<file path="config.mk">
export PLATFORM = sky130hd
export DESIGN_NAME = mc_fetch_unit
export DESIGN_NICKNAME = d
export VERILOG_FILES = /design/src/rtl/mc_pkg.sv /design/src/rtl/mc_pc_reg.sv /design/src/rtl/mc_fetch_unit.sv
export SDC_FILE = /design/constraint.sdc
export NUM_CORES = 1
export LEC_CHECK = 0
export BUFFER_PORTS_ARGS = -buffer_cell sky130_fd_sc_hd__buf_2
export CAP_MARGIN = 15
export CORE_MARGIN = 8
export CORE_UTILIZATION = 40
export CTS_BUF_LIST = sky130_fd_sc_hd__clkbuf_8
export DETAILED_ROUTE_END_ITERATION = 8
export PLACE_DENSITY = 0.64
export SLEW_MARGIN = 20
export SYNTH_ARGS = -nofsm -noshare
export SYNTH_HDL_FRONTEND = slang
export SYNTH_SLANG_ARGS = --single-unit
</file>
<file path="constraint.sdc">
create_clock -name clk -period 1.7 [get_ports clk]
set_input_delay 0.085 -clock clk [delete_from_list [all_inputs] [get_ports clk]]
set_output_delay 0.085 -clock clk [all_outputs]
set_load 0.005 [all_outputs]
</file>
<file path="src/rtl/mc_pkg.sv">
// Shared definitions for the multicycle fetch/memory stage: access-state
// encoding, PCSrc selector encodings and the default reset PC.
package mc_pkg;

  typedef enum logic [1:0] {
    ACC_IDLE = 2'd0,
    ACC_BUSY = 2'd1,
    ACC_DONE = 2'd2
  } acc_state_e;

  localparam logic [1:0] PCSRC_ALU    = 2'd0;
  localparam logic [1:0] PCSRC_ALUOUT = 2'd1;
  localparam logic [1:0] PCSRC_JUMP   = 2'd2;
  localparam logic [1:0] PCSRC_HOLD   = 2'd3;

  localparam logic [31:0] RESET_PC_DEFAULT = 32'h0000_0000;

endpackage

</file>
<file path="src/rtl/mc_pc_reg.sv">
// Program counter: source mux, write enable and the architectural PC register.
// The jump target keeps the top four PC bits and splices in the 26-bit index.
module mc_pc_reg
  import mc_pkg::*;
#(
  parameter int unsigned          ADDR_W   = 32,
  parameter logic [ADDR_W-1:0]    RESET_PC = ADDR_W'(RESET_PC_DEFAULT)
) (
  input  logic              clk,
  input  logic              rst,
  input  logic              en_i,
  input  logic [1:0]        src_i,
  input  logic [ADDR_W-1:0] alu_result_i,
  input  logic [ADDR_W-1:0] alu_out_i,
  input  logic [25:0]       jump_idx_i,
  output logic [ADDR_W-1:0] pc_o
);

  logic [ADDR_W-1:0] pc_q;
  logic [ADDR_W-1:0] pc_d;

  // Select the next PC; an unasserted enable or the hold encoding keeps it.
  always_comb begin
    pc_d = pc_q;
    if (en_i) begin
      case (src_i)
        PCSRC_ALU:    pc_d = alu_result_i;
        PCSRC_ALUOUT: pc_d = alu_out_i;
        PCSRC_JUMP:   pc_d = {pc_q[ADDR_W-1:28], jump_idx_i, 2'b00};
        default:      pc_d = pc_q;
      endcase
    end
  end

  // PC register with synchronous reset to the configured boot address.
  always_ff @(posedge clk) begin
    if (rst) pc_q <= RESET_PC;
    else     pc_q <= pc_d;
  end

  assign pc_o = pc_q;

endmodule

</file>
<file path="src/rtl/mc_fetch_unit.sv">
// PC / IR / MDR and memory-access stage of the multicycle datapath.
// Sequences one req/ack memory transaction per controller request and holds
// the controller with stall while it is outstanding.
// Optional feature macro: MC_FETCH_TIMEOUT_EN adds a BUSY wait-state limit
// that raises a sticky bus_err and freezes the controller.
module mc_fetch_unit
  import mc_pkg::*;
#(
  parameter int unsigned       ADDR_W         = 32,
  parameter int unsigned       DATA_W         = 32,
  parameter logic [ADDR_W-1:0] RESET_PC       = ADDR_W'(RESET_PC_DEFAULT),
  parameter int unsigned       TIMEOUT_CYCLES = 255
) (
  input  logic              clk,
  input  logic              rst,
  input  logic              mem_rd,
  input  logic              mem_wr,
  input  logic              IorD,
  input  logic              IRWrite,
  input  logic              PCWrite,
  input  logic              Branch,
  input  logic [1:0]        PCSrc,
  input  logic [ADDR_W-1:0] alu_result,
  input  logic [ADDR_W-1:0] alu_out,
  input  logic              zero,
  input  logic [DATA_W-1:0] wdata,
  output logic              mem_req,
  output logic              mem_we,
  output logic [ADDR_W-1:0] mem_addr,
  output logic [DATA_W-1:0] mem_wdata,
  input  logic [DATA_W-1:0] mem_rdata,
  input  logic              mem_ack,
  output logic [ADDR_W-1:0] pc,
  output logic [DATA_W-1:0] instr,
  output logic [DATA_W-1:0] mdr,
  output logic              stall,
  output logic              bus_err
);

  acc_state_e        state_q;
  logic              mem_req_q;
  logic              mem_we_q;
  logic [ADDR_W-1:0] mem_addr_q;
  logic [DATA_W-1:0] mem_wdata_q;
  logic [DATA_W-1:0] rbuf_q;
  logic [DATA_W-1:0] instr_q;
  logic [DATA_W-1:0] mdr_q;
  logic              timed_out;
  logic              pc_en;
  logic [ADDR_W-1:0] pc_cur;

`ifdef MC_FETCH_TIMEOUT_EN
  localparam int unsigned CNT_W = (TIMEOUT_CYCLES < 2) ? 1 : $clog2(TIMEOUT_CYCLES);
  localparam logic [CNT_W-1:0] WAIT_LAST = CNT_W'(TIMEOUT_CYCLES - 1);

  logic             bus_err_q;
  logic [CNT_W-1:0] wait_q;

  assign timed_out = bus_err_q;
`else
  logic unused_timeout_cfg;

  assign timed_out          = 1'b0;
  assign unused_timeout_cfg = ^TIMEOUT_CYCLES;
`endif

  // Access FSM: latch the request in IDLE, hold the bus in BUSY until ack,
  // then commit read data to IR or MDR in DONE.
  always_ff @(posedge clk) begin
    if (rst) begin
      state_q     <= ACC_IDLE;
      mem_req_q   <= 1'b0;
      mem_we_q    <= 1'b0;
      mem_addr_q  <= '0;
      mem_wdata_q <= '0;
      rbuf_q      <= '0;
      instr_q     <= '0;
      mdr_q       <= '0;
`ifdef MC_FETCH_TIMEOUT_EN
      bus_err_q   <= 1'b0;
      wait_q      <= '0;
`endif
    end else begin
      case (state_q)
        ACC_IDLE: begin
          if (!timed_out && (mem_rd || mem_wr)) begin
            mem_addr_q  <= IorD ? alu_out : pc_cur;
            mem_wdata_q <= wdata;
            mem_we_q    <= mem_wr;
            mem_req_q   <= 1'b1;
            state_q     <= ACC_BUSY;
`ifdef MC_FETCH_TIMEOUT_EN
            wait_q      <= '0;
`endif
          end
        end
        ACC_BUSY: begin
          if (mem_ack) begin
            if (!mem_we_q) rbuf_q <= mem_rdata;
            mem_req_q <= 1'b0;
            state_q   <= ACC_DONE;
          end
`ifdef MC_FETCH_TIMEOUT_EN
          else if (wait_q == WAIT_LAST) begin
            mem_req_q <= 1'b0;
            mem_we_q  <= 1'b0;
            bus_err_q <= 1'b1;
            state_q   <= ACC_IDLE;
          end else begin
            wait_q <= wait_q + CNT_W'(1);
          end
`endif
        end
        ACC_DONE: begin
          if (!mem_we_q) begin
            if (IRWrite) instr_q <= rbuf_q;
            else         mdr_q   <= rbuf_q;
          end
          mem_we_q <= 1'b0;
          state_q  <= ACC_IDLE;
        end
        default: begin
          mem_req_q <= 1'b0;
          mem_we_q  <= 1'b0;
          state_q   <= ACC_IDLE;
        end
      endcase
    end
  end

  // Hold the controller while a request is pending or in flight, or forever
  // once the bus has timed out.
  always_comb begin
    stall = timed_out;
    if (state_q == ACC_BUSY) stall = 1'b1;
    if ((state_q == ACC_IDLE) && (mem_rd || mem_wr)) stall = 1'b1;
  end

  assign pc_en = (PCWrite | (Branch & zero)) & ~stall;

  mc_pc_reg #(
    .ADDR_W   (ADDR_W),
    .RESET_PC (RESET_PC)
  ) u_pc_reg (
    .clk          (clk),
    .rst          (rst),
    .en_i         (pc_en),
    .src_i        (PCSrc),
    .alu_result_i (alu_result),
    .alu_out_i    (alu_out),
    .jump_idx_i   (instr_q[25:0]),
    .pc_o         (pc_cur)
  );

  assign pc        = pc_cur;
  assign instr     = instr_q;
  assign mdr       = mdr_q;
  assign mem_req   = mem_req_q;
  assign mem_we    = mem_we_q;
  assign mem_addr  = mem_addr_q;
  assign mem_wdata = mem_wdata_q;
  assign bus_err   = timed_out;

endmodule

</file>
==> results of run 1 <==
-- flip-flops by register name, indices dropped and copies added, names as in the netlist --
signal and count:
instr 32, mdr 32, mem_addr 32, mem_req 1, mem_wdata 32, mem_we 1, rbuf_q 32, state_q 2
u_pc_reg.pc_o 32
-- worst min-delay path, stage by stage --
cell and delay (ns):
buf_2 0.08, nand2b_1 0.04, a21oi_1 0.13, mux2_2 0.15
-- layout by cell type (no fill, tap or decap), types with 4 or more instances in the layout --
master         netlist  routed
buf_2               34     301
dfxtp_1            196     196
nand2_1            193     193
a21oi_1            167     167
dlygate4sd3_1        0     123
mux2i_1             58      58
nand3_1             38      38
nand2b_1            33      33
a211oi_1            32      32
nor2_1              30      29
o21ai_0             28      28
a22oi_1             27      27
a211o_1             26      26
buf_4               13      20
clkbuf_8             0      19
buf_12               0      14
nor2b_1              7       7
mux2_2               6       6
o21ai_1              5       5
inv_6                0       4
-- cell type report --
cell class | instances | area (um2) | share of cell area
Sequential cell | 196 | 3920 | 0.336
Multi-Input combinational cell | 673 | 3830 | 0.329
Timing Repair Buffer | 459 | 3180 | 0.273
Tap cell | 270 | 338 | 0.0290
Clock buffer | 19 | 262 | 0.0224
Clock inverter | 13 | 110 | 0.00944
Inverter | 3 | 11.3 | 0.000966
Antenna cell | 1 | 2.50 | 0.000215
-- cells by family after synthesis --
family,synth area share
AO/OA/AOI/OAI,0.207
adder cells (fa/ha/maj),0.00605
buffers and inverters,0.0628
flip-flops,0.475
multiplexers,0.0784
other,0.000454
AND/OR/NAND/NOR,0.170
-- where the power goes --
| part | total [mW] | internal [mW] | switching [mW] |
|---|---|---|---|
| Sequential | 4.94 | 4.80 | 0.131 |
| Combinational | 1.68 | 0.833 | 0.848 |
| Clock | 2.91 | 1.14 | 1.77 |
| Total | 9.53 | 6.78 | 2.75 |
-- path summary, 6_finish.rpt --
path                             to  cells after the start
setup / recovery          instr[18]                      3
hold / removal    u_pc_reg.pc_o[29]                      4
setup reg to reg          instr[18]                      3
hold reg to reg           instr[27]                      2
-- per-layer routing --
| layer | vias to the layer above | track usage |
|---|---|---|
| met2 | 352 | 0.353 |
| li1 | 4110 | - |
| met4 | 0 | 0.106 |
| met3 | 81 | 0.0478 |
| met1 | 3954 | 0.288 |
| met5 | - | 0 |
-- metrics by stage --
step	area, um2	power (mW)
floorplan	8270	5.84
global placement	10100	6.46
detailed placement	10100	6.48
CTS	11700	9.64
global route	11700	10.0
finish	11700	9.53
==> results.tsv, run 1 <==
stage	metric	value	unit
run_status	status	completed	
yosys	synth_edf_count	0	
yosys	synth_top_area_cell	dfxtp_1	
placed_design	gp_congestion	0.871	
setup_path	cp_cell_sequence	and4bb_2, nand2_1, a21oi_1	
setup_path	critical_path_class	reg -> reg	
power_and_ir_drop	p_leak	5.01	nW
die	initial_core_util	0.409	
clocking	clock_latency	0.47	ns
route	drc	0	
placed_design	place_inst	1478	
timing	tightest_slew	0.724	ns
setup_path	critPathRequiredTime	2.09	ns
route	dr.pass1.iters	5	
die	die_area	25500	um2
final_layout	nNetsFinal	1494	
worst_hold_path	holdCritPathClass	in -> reg	
timing	setup_viol	0	
worst_hold_path	hp-start	alu_result[29]	
clocking	cts_sinks	196	
timing	slew_viol_final	0	
power_and_ir_drop	ir_drop	0.472	mV
route	wl_met2	13.6	mm
global_route	grt_pass1_vias	8132	
die	io_pins	304	
clocking	post_cts_resize_count	0	
setup_path	regToRegSetupSlack	0.12	ns
yosys	yosys_register_bits	196	
yosys	synth.top_cells.by_count	dfxtp_1 (196), nand2_1 (193), a21oi_1 (167)	
setup_path	regToRegStartpoint	state_q[0]	
yosys	synthTopCellsByArea	dfxtp_1 (47%), a21oi_1 (10%), nand2_1 (8.8%)	
flow_run	drv_cap	0	
setup_path	cp_num_buf_inv	0	
timing	final-hold-violation-count	0	
route	via_count	8497	
setup_path	end_kind	flip-flop	
setup_path	cp_top_family	simple AND/OR/NAND/NOR gates	
yosys	avgSynthCellArea	8.55	um2
power_and_ir_drop	pwr_density_cell	817	nW/um2
yosys	ys_async_sr_fraction	0	
final_layout	final_util	0.576	
placed_design	place_ws	0.137	ns
final_layout	fill_cells	1833	
global_route	grt_pass1_wl	46.3	mm
setup_path	crit_fanout	32	
clocking	cts_tree	done	
global_route	grt_usage	0.224	
yosys	synth_area	8270	um2
timing	fin_crit	1.58	ns
route	wl_met3	1.93	mm
yosys	ys_types	36	
route	top_layer	met4	
clocking	clk_pin_slew	0.10	ns
clocking	clockBufferDepth	2	
timing	slew-limit-headroom	0.517	
clocking	htreeDepth	4	
timing	fin_tns_setup	0	ns
route	antenna_left	0	
route	drtIter0Drc	703	
timing	fin_ws	0.124	ns
route	avgRoutedWirePerCell	18.2	um
placed_design	hpwlAfterDp	20.3	mm
clocking	numCtsBuffers	17	
global_route	grt_max_degree	67	
global_route	antenna_found_initial	1	
yosys	synth_top_area_frac	0.475	
route	met1_length	13.1	mm
yosys	ys_seq_area_frac	0.475	
timing	skew	0.0138	ns
die	core_area	20200	um2
setup_path	critPathLaunch	state_q[0]	
yosys	synthFlopType	dfxtp_1	
yosys	syn_inst	967	
yosys	yosys_warnings	0	
clocking	cts_root_buf	clkbuf_8	
clocking	postCtsHoldBufs	123	
timing	fmax	634	MHz
die	die_h	160	um
final_layout	layout.cells.non_filler	1634	
timing	rsz0062_at_grt	no	
route	routed_wl	29.7	mm
route	vias_per_cell	5.20	
setup_path	cp-start-kind	flip-flop	
timing	post-route-period-util	0.927	
clocking	post_cts_buffers	0	
die	rows	52	
placed_design	portBuffers	302	
yosys	yosysMostFrequentCell	dfxtp_1	
setup_path	critPathSlowestCell	and4bb_2	
die	die_w	160	um
yosys	synth_nets	1111	
final_layout	drive_gt1_frac	0.282	
global_route	grt_overflow	0	
timing	holdWs	0.0487	ns
setup_path	cp.arrival	1.97	ns
setup_path	slowest_delay	0.81	ns
final_layout	synthToLayoutAreaGrowth	41.0	%
(Power assumes the default switching activity.)
==> inputs of run 2 (changes only) <==
SETUP_SLACK_MARGIN = 0.4   (was not set)
==> results.tsv, run 2 (synthesis gave the netlist of run 1 again) <==
stage	metric	value	unit	change
route	antenna_left	0		unchanged
route	dr.pass1.iters	5		unchanged
final_layout	fill_cells	1763		-3.8%
final_layout	final_cell_mix	buf_2 (301), dfxtp_1 (193), nand2_1 (192)		
run_status	status	completed		
route	avgRoutedWirePerCell	19.4	um	+6.6%
route	routed_wl	32.0	mm	+7.6%
die	core_area	20200	um2	unchanged
die	die_w	160	um	unchanged
timing	fin_tns_setup	0	ns	unchanged
global_route	grt_overflow	0		unchanged
global_route	antenna_found_initial	1		unchanged
clocking	cts_sinks	196		unchanged
global_route	grt_usage	0.227		+0.00250
clocking	htreeDepth	4		unchanged
flow_run	drv_cap	0		unchanged
final_layout	drive_gt1_frac	0.304		+0.0221
power_and_ir_drop	pwr-share-comb	0.183		+0.007
die	io_pins	304		unchanged
clocking	clk_pin_slew	0.11	ns	about the same
global_route	grt_pass1_vias	8481		+4.3%
die	initial_core_util	0.409		unchanged
timing	tightest_slew	0.535	ns	-0.189 ns
power_and_ir_drop	pwr-share-clk	0.328		+0.022
setup_path	cp_num_buf_inv	3		+3
clocking	cts_root_buf	clkbuf_8		
setup_path	cp_cell_sequence	buf_4, nor2_4, buf_6, clkbuf_16, a21oi_1, a211oi_1		
setup_path	critPathRequiredTime	2.08	ns	about the same
power_and_ir_drop	p_sw	2.97	mW	+7.9%
placed_design	portBuffers	302		unchanged
global_route	use_met1	0.292		+0.00359
placed_design	place_ws	0.209	ns	+0.0722 ns
final_layout	synthToLayoutAreaGrowth	46.8	%	
setup_path	cp-start-kind	flip-flop		
final_layout	nNetsFinal	1510		+1.1%
timing	skew	0.0165	ns	+0.00274 ns
clocking	clock_latency	0.47	ns	about the same
global_route	met3_usage	0.0506		+0.00283
power_and_ir_drop	p_int	7.15	mW	+5.5%
clocking	numCtsBuffers	17		unchanged
placed_design	hpwlAfterDp	19.9	mm	-2.1%
power_and_ir_drop	ir_drop	0.510	mV	+8.1%
timing	rsz0062_at_grt	yes		
power_and_ir_drop	pwr_density_cell	834	nW/um2	+2.0%
timing	fin_crit	1.41	ns	-0.169 ns
clocking	cts_tree	done		
route	via_count	8645		+1.7%
die	die_area	25500	um2	unchanged
final_layout	layout.cells.non_filler	1650		+0.98%
route	vias_per_cell	5.24		+0.76%
setup_path	critical_path_class	reg -> reg		
timing	fmax	711	MHz	+12%
worst_hold_path	holdCritPathClass	in -> reg		
global_route	gr-usage-met2	0.353		-0.000580
setup_path	cp.arrival	1.79	ns	-0.18 ns
die	rows	52		unchanged
setup_path	slowest_delay	0.40	ns	-0.41 ns
power_and_ir_drop	switching_share	0.293		+0.00459
global_route	grt_pass1_wl	47.2	mm	+1.9%
power_and_ir_drop	p_leak	5.19	nW	+3.5%
final_layout	layout_commonest_cell	buf_2		
power_and_ir_drop	seqPwrFrac	0.489		-0.029
timing	final-hold-violation-count	0		unchanged
timing	slew-limit-headroom	0.643		+0.126
placed_design	gp_congestion	0.840		-3.6%
setup_path	crit_fanout	8		-75%
route	drtIter0Drc	620		-12%
timing	slew_viol_final	0		unchanged
global_route	grt.busiest_layer	met2		
timing	fin_ws	0.293	ns	+0.169 ns
setup_path	end_kind	flip-flop		
timing	post-route-period-util	0.827		-0.0997
placed_design	place_inst	1475		-0.20%
timing	setup_viol	0		unchanged
clocking	clockBufferDepth	2		unchanged
die	die_h	160	um	unchanged
route	drc	0		unchanged
setup_path	critPathSlowestCell	dfxtp_4		
global_route	grt_max_degree	66		-1.5%
setup_path	cp_top_family	buffers and inverters		
-- run 2: routing by layer --
layer  vias to the layer above  wire length, um  part of all wire
met4                         0             1320             0.041
met3                        90             1890             0.059
met2                       361            14900              0.47
met5                         -                0                 0
met1                      4042            13800              0.43
li1                       4152                -                 -
-- run 2: timing repair --
action / in CTS / in global routing
gates cloned: 0 / 12
endpoints found under the setup margin: 112 / 165
pin swaps: 2 / 15
hold buffers: 121 / 0
hold endpoints to repair: 122 / 0
buffers inserted: 4 / 5
gates resized for setup: 5 / 30
-- run 2: cell type report --
type	instances	area, um2	area share
Tap cell	270	338	0.0278
Clock inverter	15	214	0.0176
Timing Repair Buffer	475	3500	0.288
Clock buffer	17	234	0.0193
Multi-Input combinational cell	673	3910	0.322
Antenna cell	1	2.50	0.000206
Sequential cell	196	3930	0.324
Inverter	3	11.3	0.000928
-- run 2: tightest hold or removal path, delay by kind of cell --
family	cells	cell delay, ns
buffers and inverters	1	0.12
AOI/OAI and AO/OA	1	0.10
and+or+nand+nor	1	0.08
muxes	1	0.05
-- run 2: worst paths after layout --
check	from	end	slack (ns)	cells after the start
setup / recovery	state_q[0]	mem_addr[21]	0.29	6
hold / removal	alu_result[27]	u_pc_reg.pc_o[27]	0.02	4
setup reg to reg	state_q[0]	mem_addr[21]	0.29	6
hold reg to reg	instr[28]	instr[28]	0.46	2
-- run 2: power groups by stage --
stage | clock network [mW] | logic (mW) | registers, mW
after floorplan | 0 | 0.804 | 5.04
after global placement | 0 | 1.43 | 5.04
after detailed placement | 0 | 1.44 | 5.05
after CTS | 3.40 | 1.67 | 4.94
after global routing | 3.59 | 2.01 | 4.97
final | 3.32 | 1.86 | 4.94
-- run 2: stage by stage --
stage          cell area, um2  hold WS (ns)  power, mW   util
2_1_floorplan            8280         0.218       5.84      -
3_3_place_gp            10100         0.331       6.47  0.497
3_5_place_dp            10100         0.330       6.48  0.497
4_1_cts                 11800      0.000487       10.0  0.581
5_1_grt                 12100        0.0358       10.6  0.600
6_report                12100        0.0190       10.1  0.600
==> inputs of run 3 (changes only) <==
ABC_AREA = 1   (was not set)
clock period = 1.5 ns   (was 1.7 ns; I/O delays follow)
==> results.tsv, run 3 <==
stage	metric	value	unit	change
run_status	status	completed		
clocking	clk_pin_slew	0.11	ns	about the same
final_layout	drive_gt1_frac	0.388		+0.0840
die	io_pins	304		unchanged
yosys	synthFlopType	dfxtp_1		
final_layout	final_cell_mix	buf_2 (297), nor2_1 (291), nand2_1 (168)		
global_route	grt_pass1_vias	8652		+2.0%
yosys	ys_seq_area_frac	0.489		+0.0147
clocking	cts_tree	done		
die	rows	52		unchanged
global_route	grt_overflow	0		unchanged
flow_run	drv_cap	0		unchanged
placed_design	gp_congestion	0.876		+4.4%
final_layout	layout.cell_area.non_filler	13600	um2	+12%
yosys	synth.top_cells.by_count	nor2_1 (385), dfxtp_1 (196), o21ai_0 (188)		
setup_path	end_kind	flip-flop		
yosys	avgSynthCellArea	6.97	um2	-18%
setup_path	cp_num_buf_inv	4		+1
final_layout	final_util	0.679		+0.0790
die	core_area	20000	um2	-1.3%
clocking	cts_root_buf	clkbuf_8		
route	avgRoutedWirePerCell	17.6	um	-9.1%
yosys	synth_edf_count	0		unchanged
clocking	clockBufferDepth	2		unchanged
route	vias_per_cell	4.93		-5.9%
clocking	numCtsBuffers	17		unchanged
timing	final-hold-violation-count	0		unchanged
final_layout	multi_input_area	4220	um2	+8.0%
timing	tightest_slew	0.835	ns	+0.299 ns
final_layout	nNetsFinal	1763		+17%
die	die_w	158	um	-1.4%
die	initial_core_util	0.402		-0.00708
final_layout	final-seq-area	4030	um2	+2.4%
clocking	cts_sinks	196		unchanged
route	via_count	9394		+8.7%
yosys	synth_nets	1294		+16%
global_route	grt_max_degree	65		-1.5%
route	drtIter0Drc	621		+0.16%
setup_path	critical_path_class	reg -> reg		
yosys	ys_types	27		-25%
route	routed_wl	33.6	mm	+5.0%
setup_path	crit_fanout	32		+24
yosys	synth_top_area_frac	0.489		+0.0147
die	die_h	158	um	-1.4%
final_layout	fill_cells	1623		-7.9%
power_and_ir_drop	p_leak	6.46	nW	+24%
yosys	ys_async_sr_fraction	0		unchanged
worst_hold_path	holdCritPathClass	in -> reg		
setup_path	cp-start-kind	flip-flop		
placed_design	portBuffers	302		unchanged
global_route	grt_pass1_wl	45.2	mm	-4.2%
setup_path	cp_cell_sequence	inv_4, nand2_4, nor3_4, buf_12, buf_12, inv_16, nor2_2, nor2_1		
setup_path	crit_top_cell	buf_12		
placed_design	postPlaceCellArea	9850	um2	-2.1%
yosys	synthTopCellsByArea	dfxtp_1 (49%), nor2_1 (18%), o21ai_0 (12%)		
placed_design	hpwlAfterDp	19.6	mm	-1.5%
setup_path	cp.arrival	1.80	ns	about the same
yosys	yosysMostFrequentCell	nor2_1		
setup_path	critPathRequiredTime	1.89	ns	-0.19 ns
timing	rsz0062_at_grt	yes		
final_layout	synthToLayoutAreaGrowth	69.1	%	
clocking	htreeDepth	4		unchanged
global_route	grt_usage	0.230		+0.00353
setup_path	cp_top_family	simple AND/OR/NAND/NOR gates		
final_layout	layout_commonest_cell	buf_2		
timing	skew	0.0128	ns	-0.00377 ns
timing	post-route-period-util	0.936		+0.109
yosys	yosys_warnings	0		unchanged
timing	setup_viol	0		unchanged
placed_design	place_inst	1677		+14%
setup_path	slowest_delay	0.38	ns	-0.02 ns
clocking	clock_latency	0.48	ns	about the same
setup_path	critPathSlowestCell	dfxtp_4		
power_and_ir_drop	pwr_density_cell	909	nW/um2	+9.1%
global_route	antenna_found_initial	2		+1
die	die_area	24800	um2	-2.7%
yosys	synth_top_area_cell	dfxtp_1		
route	antenna_left	0		unchanged
power_and_ir_drop	ir_drop	0.531	mV	+4.1%
timing	slew-limit-headroom	0.443		-0.200
timing	fmax	712	MHz	+0.17%
yosys	synth_area	8020	um2	-3.0%
timing	slew_viol_final	0		unchanged
route	drc	0		unchanged
final_layout	layout.cells.non_filler	1905		+15%
yosys	yosys_register_bits	196		unchanged
yosys	syn_inst	1150		+19%
timing	fin_crit	1.40	ns	-0.00240 ns
timing	fin_tns_setup	0	ns	unchanged
route	dr.pass1.iters	7		+2
run 3: changes by cell type in the layout (fill, tap and decap cells not counted), moves of 26 or more:
cell / previous run / this run
mux2i_1: 58 / 0
a211oi_1: 30 / 0
inv_1: 3 / 53
o21ai_0: 21 / 91
nor2_4: 1 / 41
nor2_1: 29 / 291
a22oi_1: 27 / 0
a211o_1: 26 / 0
dfxtp_1: 193 / 153
nor2_2: 1 / 55
o21ai_2: 1 / 32
o21ai_1: 11 / 67
nand2b_1: 33 / 0
a21oi_1: 159 / 6
run 3: area by class of cell:
cell class	count	share of cell area
multi-input cells	820	0.311
inverters	61	0.0222
repair inverters	1	0.00120
clock inverters	13	0.0102
flip-flops and latches	196	0.297
clock buffers	19	0.0193
well taps	270	0.0249
diodes	3	0.000554
repair buffers	522	0.314
run 3: repair_timing:
item                                    CTS  global route
hold buffers                            128             0
gates resized for setup                  52           347
pin swaps                                 2            55
buffers inserted                         11            25
endpoints found under the setup margin  215           237
hold endpoints to repair                124             0
cloned                                    3            26
run 3: kinds of logic after synthesis:
group | synth area share
adders and majority gates | 0.00624
DFF | 0.489
and+or+nand+nor | 0.296
buffers and inverters | 0.0777
other | 0.000468
AOI/OAI and AO/OA | 0.131
run 3: layer usage:
| layer | part of all wire | track usage | vias up |
|---|---|---|---|
| met5 | 0 | 0 | - |
| met4 | 0.054 | 0.129 | 0 |
| met3 | 0.059 | 0.0486 | 131 |
| met2 | 0.48 | 0.367 | 402 |
| met1 | 0.41 | 0.286 | 4297 |
| li1 | - | - | 4564 |
run 3: power by group:
part           switching (mW)  internal [mW]
Combinational            1.55           1.46
Sequential              0.274           5.57
Clock                    2.15           1.33
Total                    3.98           8.35
run 3: final timing paths:
check             slack, ns                end  cells past startpoint           start
setup reg to reg        0.1          rbuf_q[5]                      8      state_q[1]
hold reg to reg        0.47        mem_addr[4]                      2     mem_addr[4]
setup / recovery        0.1          rbuf_q[5]                      8      state_q[1]
hold / removal         0.02  u_pc_reg.pc_o[29]                      7  alu_result[29]
run 3: worst reg2reg max path: stages, from the launching register on:
cell and delay (ns):
dfxtp_4 0.38, inv_4 0.08, nand2_4 0.08, nor3_4 0.20, buf_12 0.17, buf_12 0.12
inv_16 0.08, nor2_2 0.17, nor2_1 0.05
run 3: through the flow:
step / hold WS, ns / power (mW) / setup slack (ns)
after floorplan: 0.137 / 7.02 / 0.356
after global placement: 0.302 / 7.87 / -0.141
after detailed placement: 0.301 / 7.90 / -0.216
after CTS: 0.00543 / 11.8 / 0.185
after global routing: 0.0547 / 12.9 / 0.0604
final: 0.0215 / 12.3 / 0.0958
